## src/rtl/xy_input_arbiter.sv

```systemverilog
`default_nettype none
// ============================================================================
// Module   : xy_input_arbiter
// Brief    : Round-robin arbiter feeding one registered packet slot to an XY
//            router from the neighbour inputs plus the local resource.
// Revision : 1.0
// ============================================================================
module xy_input_arbiter #(
  parameter int NEIGHBOURS_N = 4,
  parameter int PACKET_W     = 16,
  parameter int ID_W         = 3
) (
  input  logic                                  clk_i,
  input  logic                                  rst_ni,
  input  logic [NEIGHBOURS_N:0]                 req_vld_i,
  input  logic [(NEIGHBOURS_N+1)*PACKET_W-1:0]  req_pckt_i,
  output logic [NEIGHBOURS_N:0]                 req_rd_o,
  output logic                                  pckt_vld_o,
  output logic [PACKET_W-1:0]                   pckt_o,
  input  logic                                  pckt_rd_i,
  output logic [ID_W-1:0]                       grant_id_o,
  output logic                                  busy_o
);

  localparam int                REQ_N   = NEIGHBOURS_N + 1;
  localparam logic [ID_W:0]     C_REQ_N = (ID_W+1)'(REQ_N);
  localparam logic [ID_W-1:0]   C_LAST  = ID_W'(NEIGHBOURS_N);
  localparam logic [REQ_N-1:0]  C_ONE   = REQ_N'(1);

  logic                 r_pckt_vld;
  logic [PACKET_W-1:0]  r_pckt;
  logic [ID_W-1:0]      r_grant_id;
  logic [ID_W-1:0]      r_rr_ptr;

  logic                 w_load_en;
  logic                 w_any;
  logic                 w_grant_en;
  logic [ID_W-1:0]      w_grant;
  logic [ID_W:0]        w_sum;
  logic [PACKET_W-1:0]  w_sel_pckt;

  assign w_load_en = !r_pckt_vld || pckt_rd_i;

  // Scan offsets from the far end down so the nearest valid requester to
  // rr_ptr is the last one written and therefore wins.
  always_comb begin
    w_any   = 1'b0;
    w_grant = '0;
    w_sum   = '0;
    for (int i = REQ_N - 1; i >= 0; i--) begin
      w_sum = {1'b0, r_rr_ptr} + (ID_W+1)'(i);
      if (w_sum >= C_REQ_N) begin
        w_sum = w_sum - C_REQ_N;
      end
      if (req_vld_i[w_sum[ID_W-1:0]]) begin
        w_any   = 1'b1;
        w_grant = w_sum[ID_W-1:0];
      end
    end
  end

  always_comb begin
    w_sel_pckt = '0;
    for (int k = 0; k < REQ_N; k++) begin
      if (w_grant == ID_W'(k)) begin
        w_sel_pckt = req_pckt_i[k*PACKET_W +: PACKET_W];
      end
    end
  end

  // Gated by rst_ni so no source pops a packet while the arbiter is in reset.
  assign w_grant_en = w_load_en && w_any && rst_ni;
  assign req_rd_o   = w_grant_en ? (C_ONE << w_grant) : '0;

  always_ff @(posedge clk_i or negedge rst_ni) begin
    if (!rst_ni) begin
      r_pckt_vld <= 1'b0;
      r_pckt     <= '0;
      r_grant_id <= '0;
      r_rr_ptr   <= '0;
    end else if (w_load_en) begin
      if (w_any) begin
        r_pckt_vld <= 1'b1;
        r_pckt     <= w_sel_pckt;
        r_grant_id <= w_grant;
        r_rr_ptr   <= (w_grant == C_LAST) ? '0 : w_grant + ID_W'(1);
      end else begin
        r_pckt_vld <= 1'b0;
      end
    end
  end

  assign pckt_vld_o = r_pckt_vld;
  assign pckt_o     = r_pckt;
  assign grant_id_o = r_grant_id;
  assign busy_o     = r_pckt_vld || (|req_vld_i);

endmodule
`default_nettype wire

```

## config.mk

```make
export PLATFORM = sky130hd
export DESIGN_NAME = xy_input_arbiter
export DESIGN_NICKNAME = d
export VERILOG_FILES = /design/src/rtl/xy_input_arbiter.sv
export SDC_FILE = /design/constraint.sdc
export NUM_CORES = 1
export LEC_CHECK = 0
export CORE_ASPECT_RATIO = 0.7
export CORE_UTILIZATION = 44
export CTS_CLUSTER_DIAMETER = 50
export DETAILED_ROUTE_END_ITERATION = 7
export PLACE_DENSITY = 0.79
export RECOVER_POWER = 25
export SKIP_CTS_REPAIR_TIMING = 1
export SYNTH_ARGS = -nofsm -noshare
export SYNTH_HDL_FRONTEND = slang
export SYNTH_SLANG_ARGS = --single-unit
```

## constraint.sdc

```tcl
create_clock -name clk_i -period 6.4 [get_ports clk_i]
set_clock_uncertainty 0.15 [all_clocks]
set_input_delay 0.64 -clock clk_i [delete_from_list [all_inputs] [get_ports clk_i]]
set_output_delay 0.64 -clock clk_i [all_outputs]
set_load 0.02 [all_outputs]
```

==> results.toml, run 1 <==
[status]
status = "finished clean"

[sta]
fin_crit_sh_pct = 90.12
timing.fmax_mhz = 173.4
finalCriticalPeriod_ps = 5767
hold_viol_final = 0
worst_pin_slew_ps = 813.1
finalMaxSlewViolations = 0
fin_setup_tns_ps = 0
relSlewSlack_pct = 45.79
rsz0062_at_grt = "no"
setup_viol = 0

[logic_synthesis]
synth_warnings = 0
yosys.area.top_type = "dfrtp_1"
yosysSeqAreaShare_pct = 21.33
synth_area_leaders = "dfrtp_1 (21%), nor2_1 (8.1%), a21oi_1 (6.5%)"
ys_ff_latch = 23
synthesis.area_sq_um = 2699
yosysTopAreaCellShare_pct = 21.33
syn-instance-count = 367
synthDistinctLibCells = 55
synth-edff-count = 0
synth_commonest_cells = "nor2_1 (58), nand2_1 (42), a21oi_1 (35)"
yosysMostFrequentCell = "nor2_1"
syn_nets = 470
syn_area_per_cell_sq_um = 7.354
synth_flop_cell = "dfrtp_1"
async_reset_ff_share_pct = 100.0

[placed_design]
io_buffers = 113
placed_cell_area_sq_um = 3889
placed_cells = 540
gp_congestion = 0.9289
place_hpwl_um = 7183

[drt]
dr.pass1.iters = 7
ant_nets = 0
drc = 0
wirelength_um = 9219
vias = 3212
vias_per_cell = 5.904
wl_per_cell_um = 16.95
drt-initial-drc-count = 294

[final_layout]
drive_above_1_share_pct = 7.036
fin_area_sq_um = 3931
syn2layout_area_growth_pct = 45.67
nets = 573
fillers = 518
fin_cells = 544
n_antenna_cell = 0

[cts]
numCtsBuffers = 3
cts-root-buf = "clkbuf_8"
cts_sinks = 23
clockBufferDepth = 2
cts.clk_slew.worst_paths_ps = 90
ctsHtreeMaxLevel = 1
worstSkewPairLatency_ps = 260
cts_tree = "yes"

[critical_path]
critPathMostFrequentCell = "ha_1"
crit_path_end_kind = "output pin"
path_cells = "inv_1 -> ha_1 -> ha_1 -> a2111o_1 -> a211oi_1 -> a21oi_1 -> nand2_1 -> o21ai_0 -> a221o_1 -> inv_1 -> ha_1 -> nor2b_1 -> o211ai_2 -> nand2_2 -> and3_1 -> clkdlybuf4s50_1"
crit_fanout = 10
start_kind = "register"
required_ps = 5610
arrival_ps = 4980
crit_type = "reg -> out"
slowest_stage = "clkdlybuf4s50_1"
cpPeakStageDelay_ps = 620

[global_routing]
grt_first_pass_wirelength_um = 14210
grtUsageMet1_pct = 44.52
grt_pass1_vias = 2893
antenna_found_initial = 0
grt_use_total_pct = 28.49
grt_overflow = 0
grt_start_max_net_pins = 33
met2_usage_pct = 40.18
grt_util_met3_pct = 4.505
top_usage_layer = "met1"

[die]
core_area_sq_um = 5813
die_h_um = 67.53
core.rowCount = 23
die_w_um = 95.61
start_util_pct = 46.43
io-pin-count = 114
die-area_sq_um = 6456

[job]
drv_cap = 0

[hold_path]
hold_path.class = "reg -> reg"
-- cells in the final DEF (no fill, tap or decap), types with 2 or more instances in the layout --
master	netlist	routed
o211ai_1	3	3
and3_1	3	3
nor2b_1	5	5
buf_4	4	10
nand4_1	20	20
and3b_1	2	2
a41oi_1	10	10
a22oi_1	9	9
a21oi_2	2	2
a2111o_1	2	2
and2_1	4	4
nand2_1	42	42
ha_1	14	14
or3_1	10	10
o31ai_1	2	2
mux2i_1	5	5
a21o_1	2	2
a31oi_1	7	7
nand2b_1	8	8
a21oi_1	35	35
mux2_2	5	5
nand3_1	4	4
o21ai_0	11	11
mux4_2	2	2
dfrtp_1	23	23
or2_2	3	3
inv_1	9	9
nor2_1	58	58
o31a_1	6	6
a211o_1	2	2
a211oi_1	6	6
nor3_1	2	2
clkdlybuf4s50_1	0	112
xnor2_1	5	5
o22ai_1	2	2
clkbuf_8	0	3
-- metal layers --
metal | share of wire (%) | vias to the layer above | wire, um
li1 | - | 1548 | -
met1 | 48 | 1496 | 4456
met2 | 41 | 154 | 3793
met3 | 8.7 | 14 | 804
met4 | 1.8 | 0 | 163
met5 | 0 | - | 0
-- critical path, delay by kind of cell, from the launching register on --
family / cells / cell delay, ps
compound gates: 6 / 1770
fa+ha+maj: 3 / 890
buf+inv: 3 / 980
flops: 1 / 570
simple gates: 4 / 510
-- worst paths after layout --
kind | from | endpoint | slack [ps] | cells after the start
max | r_rr_ptr[1] | req_rd_o[4] | 630 | 16
min | grant_id_o[2] | grant_id_o[2] | 370 | 1
max reg2reg | r_rr_ptr[1] | pckt_o[15] | 1050 | 18
min reg2reg | grant_id_o[2] | grant_id_o[2] | 370 | 1
max in group asynchronous | rst_ni | pckt_o[7] | 4320 | 2
min in group asynchronous | rst_ni | pckt_o[12] | 650 | 1
-- flip-flops by register name, indices dropped and copies added (netlist names) --
name and count:
grant_id_o 3, pckt_o 16, pckt_vld_o 1, r_rr_ptr 3
-- per-stage QoR --
stage	util [%]	hold slack (ps)	setup WS, ps
3_5_place_dp	66.90	353.8	1030
4_1_cts	67.69	370.0	731.6
2_1_floorplan	-	194.4	1339
6_report	67.63	366.9	632.5
5_1_grt	67.63	398.8	308.0
3_3_place_gp	66.90	339.3	1100
-- area by class of cell --
cell class | instances | area [sq um] | share of cell area (%)
well taps | 75 | 93.84 | 2.387
repair buffers | 124 | 1210 | 30.78
flip-flops and latches | 23 | 575.6 | 14.64
clock inverters | 1 | 5.005 | 0.1273
inverters | 10 | 37.54 | 0.9548
clock buffers | 3 | 41.29 | 1.050
multi-input cells | 308 | 1968 | 50.06
-- kinds of logic after synthesis --
| group | synth area share (%) |
|---|---|
| mux | 5.609 |
| simple gates | 30.23 |
| fa+ha+maj | 7.232 |
| flops | 21.33 |
| xor+xnor | 1.623 |
| buf+inv | 5.748 |
| compound gates | 28.23 |
Power of run 1 is not shown: default switching activity piles up to over one toggle a cycle in this logic, so the estimate is an artifact.
==> run 2: changes to the inputs <==
--- a/config.mk
+++ b/config.mk
@@ -9,6 +9,7 @@
 export CORE_UTILIZATION = 44
 export CTS_CLUSTER_DIAMETER = 50
 export DETAILED_ROUTE_END_ITERATION = 7
+export GPL_TIMING_DRIVEN = 0
 export PLACE_DENSITY = 0.79
 export RECOVER_POWER = 25
 export SKIP_CTS_REPAIR_TIMING = 1
==> results.toml, run 2 (synthesis results as in run 1) <==
[final_layout]
layout_common_cells = "clkdlybuf4s50_1 (111), nor2_1 (58), nand2_1 (42)"
final_common_cell = "clkdlybuf4s50_1"
register_area_sq_um = 578.1
syn2layout_area_growth_pct = 50.90
multiInputGateArea_sq_um = 2029
fin_cells = 563
fin_area_sq_um = 4073
fillers = 487
drive_above_1_share_pct = 10.04
nets = 592
largest_reg_flops = 16
n_antenna_cell = 0

[sta]
worst_slack_ps = 120.2
setup_viol = 0
timing.fmax_mhz = 159.2
relSlewSlack_pct = 19.35
finalCriticalPeriod_ps = 6280
worst_pin_slew_ps = 1206
fin_hold_ws_ps = 372.0
finalMaxSlewViolations = 0
hold_viol_final = 0
fin_crit_sh_pct = 98.12

[global_routing]
grt_pass1_vias = 2942
grt_overflow = 0
grt_start_max_net_pins = 27
antenna_found_initial = 0
grt_use_total_pct = 30.76
grt_first_pass_wirelength_um = 15150

[cts]
clockBufferDepth = 2
cts_sinks = 23
cts.clk_slew.worst_paths_ps = 90
ctsHtreeMaxLevel = 1
cts_tree = "yes"
worstSkewPairLatency_ps = 270
numCtsBuffers = 3
cts-root-buf = "clkbuf_8"

[placed_design]
dpl_worst_slack_ps = -465.0
io_buffers = 112
place_hpwl_um = 7928
placed_cell_area_sq_um = 3914
gp_congestion = 0.9803
placed_cells = 554

[drt]
dr.pass1.iters = 5
ant_nets = 0
drc = 0
wirelength_um = 10180
wl_per_cell_um = 18.09
vias_per_cell = 6.030
vias = 3395
drt-initial-drc-count = 409

[job]
drv_cap = 0

[critical_path]
crit_type = "reg -> out"
slowest_stage = "clkdlybuf4s50_1"
start_kind = "register"
arrival_ps = 5490
crit_fanout = 10
crit_path_end_kind = "output pin"
path_cells = "inv_1 -> ha_1 -> ha_1 -> a2111o_1 -> a211oi_2 -> a21oi_2 -> nand2_1 -> o21ai_0 -> a221o_1 -> inv_1 -> ha_1 -> buf_2 -> nand4_1 -> buf_4 -> nand2_4 -> clkbuf_4 -> and3_1 -> clkdlybuf4s50_1"
cpPeakStageDelay_ps = 600
crit_family = "buffers and inverters"
critPathMostFrequentCell = "ha_1"
cp_num_buf_inv = 6
required_ps = 5610

[status]
status = "finished clean"

[hold_path]
hold_path.class = "reg -> reg"

[die]
die_w_um = 95.61
start_util_pct = 46.43
core_area_sq_um = 5813
io-pin-count = 114
die-area_sq_um = 6456
core.rowCount = 23
die_h_um = 67.53
run 2: changes by cell type in the layout (fill, tap and decap cells not counted), sizes merged:
cell,previous run,this run
clkdlybuf4s50,112,111
clkbuf,4,20
buf,10,14
run 2: layer usage:
layer  GRT usage (%)  up-vias  wire length (um)
met5               0        -                 0
met4           4.478        0               139
met3           7.432       22              1118
met2           43.04      221              4161
met1           47.71     1561              4763
li1                -     1591                 -
run 2: area by class of cell:
| cell class | count | share of cell area [%] |
|---|---|---|
| multi-input combinational | 308 | 49.83 |
| timing repair buffer | 118 | 28.63 |
| sequential | 23 | 14.19 |
| buffer | 25 | 2.980 |
| tap | 75 | 2.304 |
| clock buffer | 3 | 1.014 |
| inverter | 10 | 0.9217 |
| clock inverter | 1 | 0.1229 |
run 2: stage by stage:
step | TNS, ps | utilization (%)
final | 0 | 70.06
after CTS | -880.2 | 68.12
after global routing | -109.1 | 70.06
after floorplan | 0 | -
after detailed placement | -465.0 | 67.33
after global placement | -396.5 | 67.33
run 2: worst paths after layout:
| check | to | cells after the start | start | slack (ps) |
|---|---|---|---|---|
| min in group asynchronous | pckt_o[8] | 1 | rst_ni | 920 |
| max reg2reg | pckt_o[0] | 17 | r_rr_ptr[1] | 1150 |
| max in group asynchronous | r_rr_ptr[0] | 1 | rst_ni | 4380 |
| min | grant_id_o[2] | 1 | grant_id_o[2] | 370 |
| min reg2reg | grant_id_o[2] | 1 | grant_id_o[2] | 370 |
| max | req_rd_o[4] | 18 | r_rr_ptr[1] | 120 |
Power of run 2 is left out for the same reason.
==> run 3: changes to the inputs <==
--- a/config.mk
+++ b/config.mk
@@ -9,7 +9,6 @@
 export CORE_UTILIZATION = 44
 export CTS_CLUSTER_DIAMETER = 50
 export DETAILED_ROUTE_END_ITERATION = 7
-export GPL_TIMING_DRIVEN = 0
 export PLACE_DENSITY = 0.79
 export RECOVER_POWER = 25
 export SKIP_CTS_REPAIR_TIMING = 1
==> results of run 3 <==
Same layout as run 1: the final DEF is identical, and so are final timing and power.
Power of run 3 is left out for the same reason.
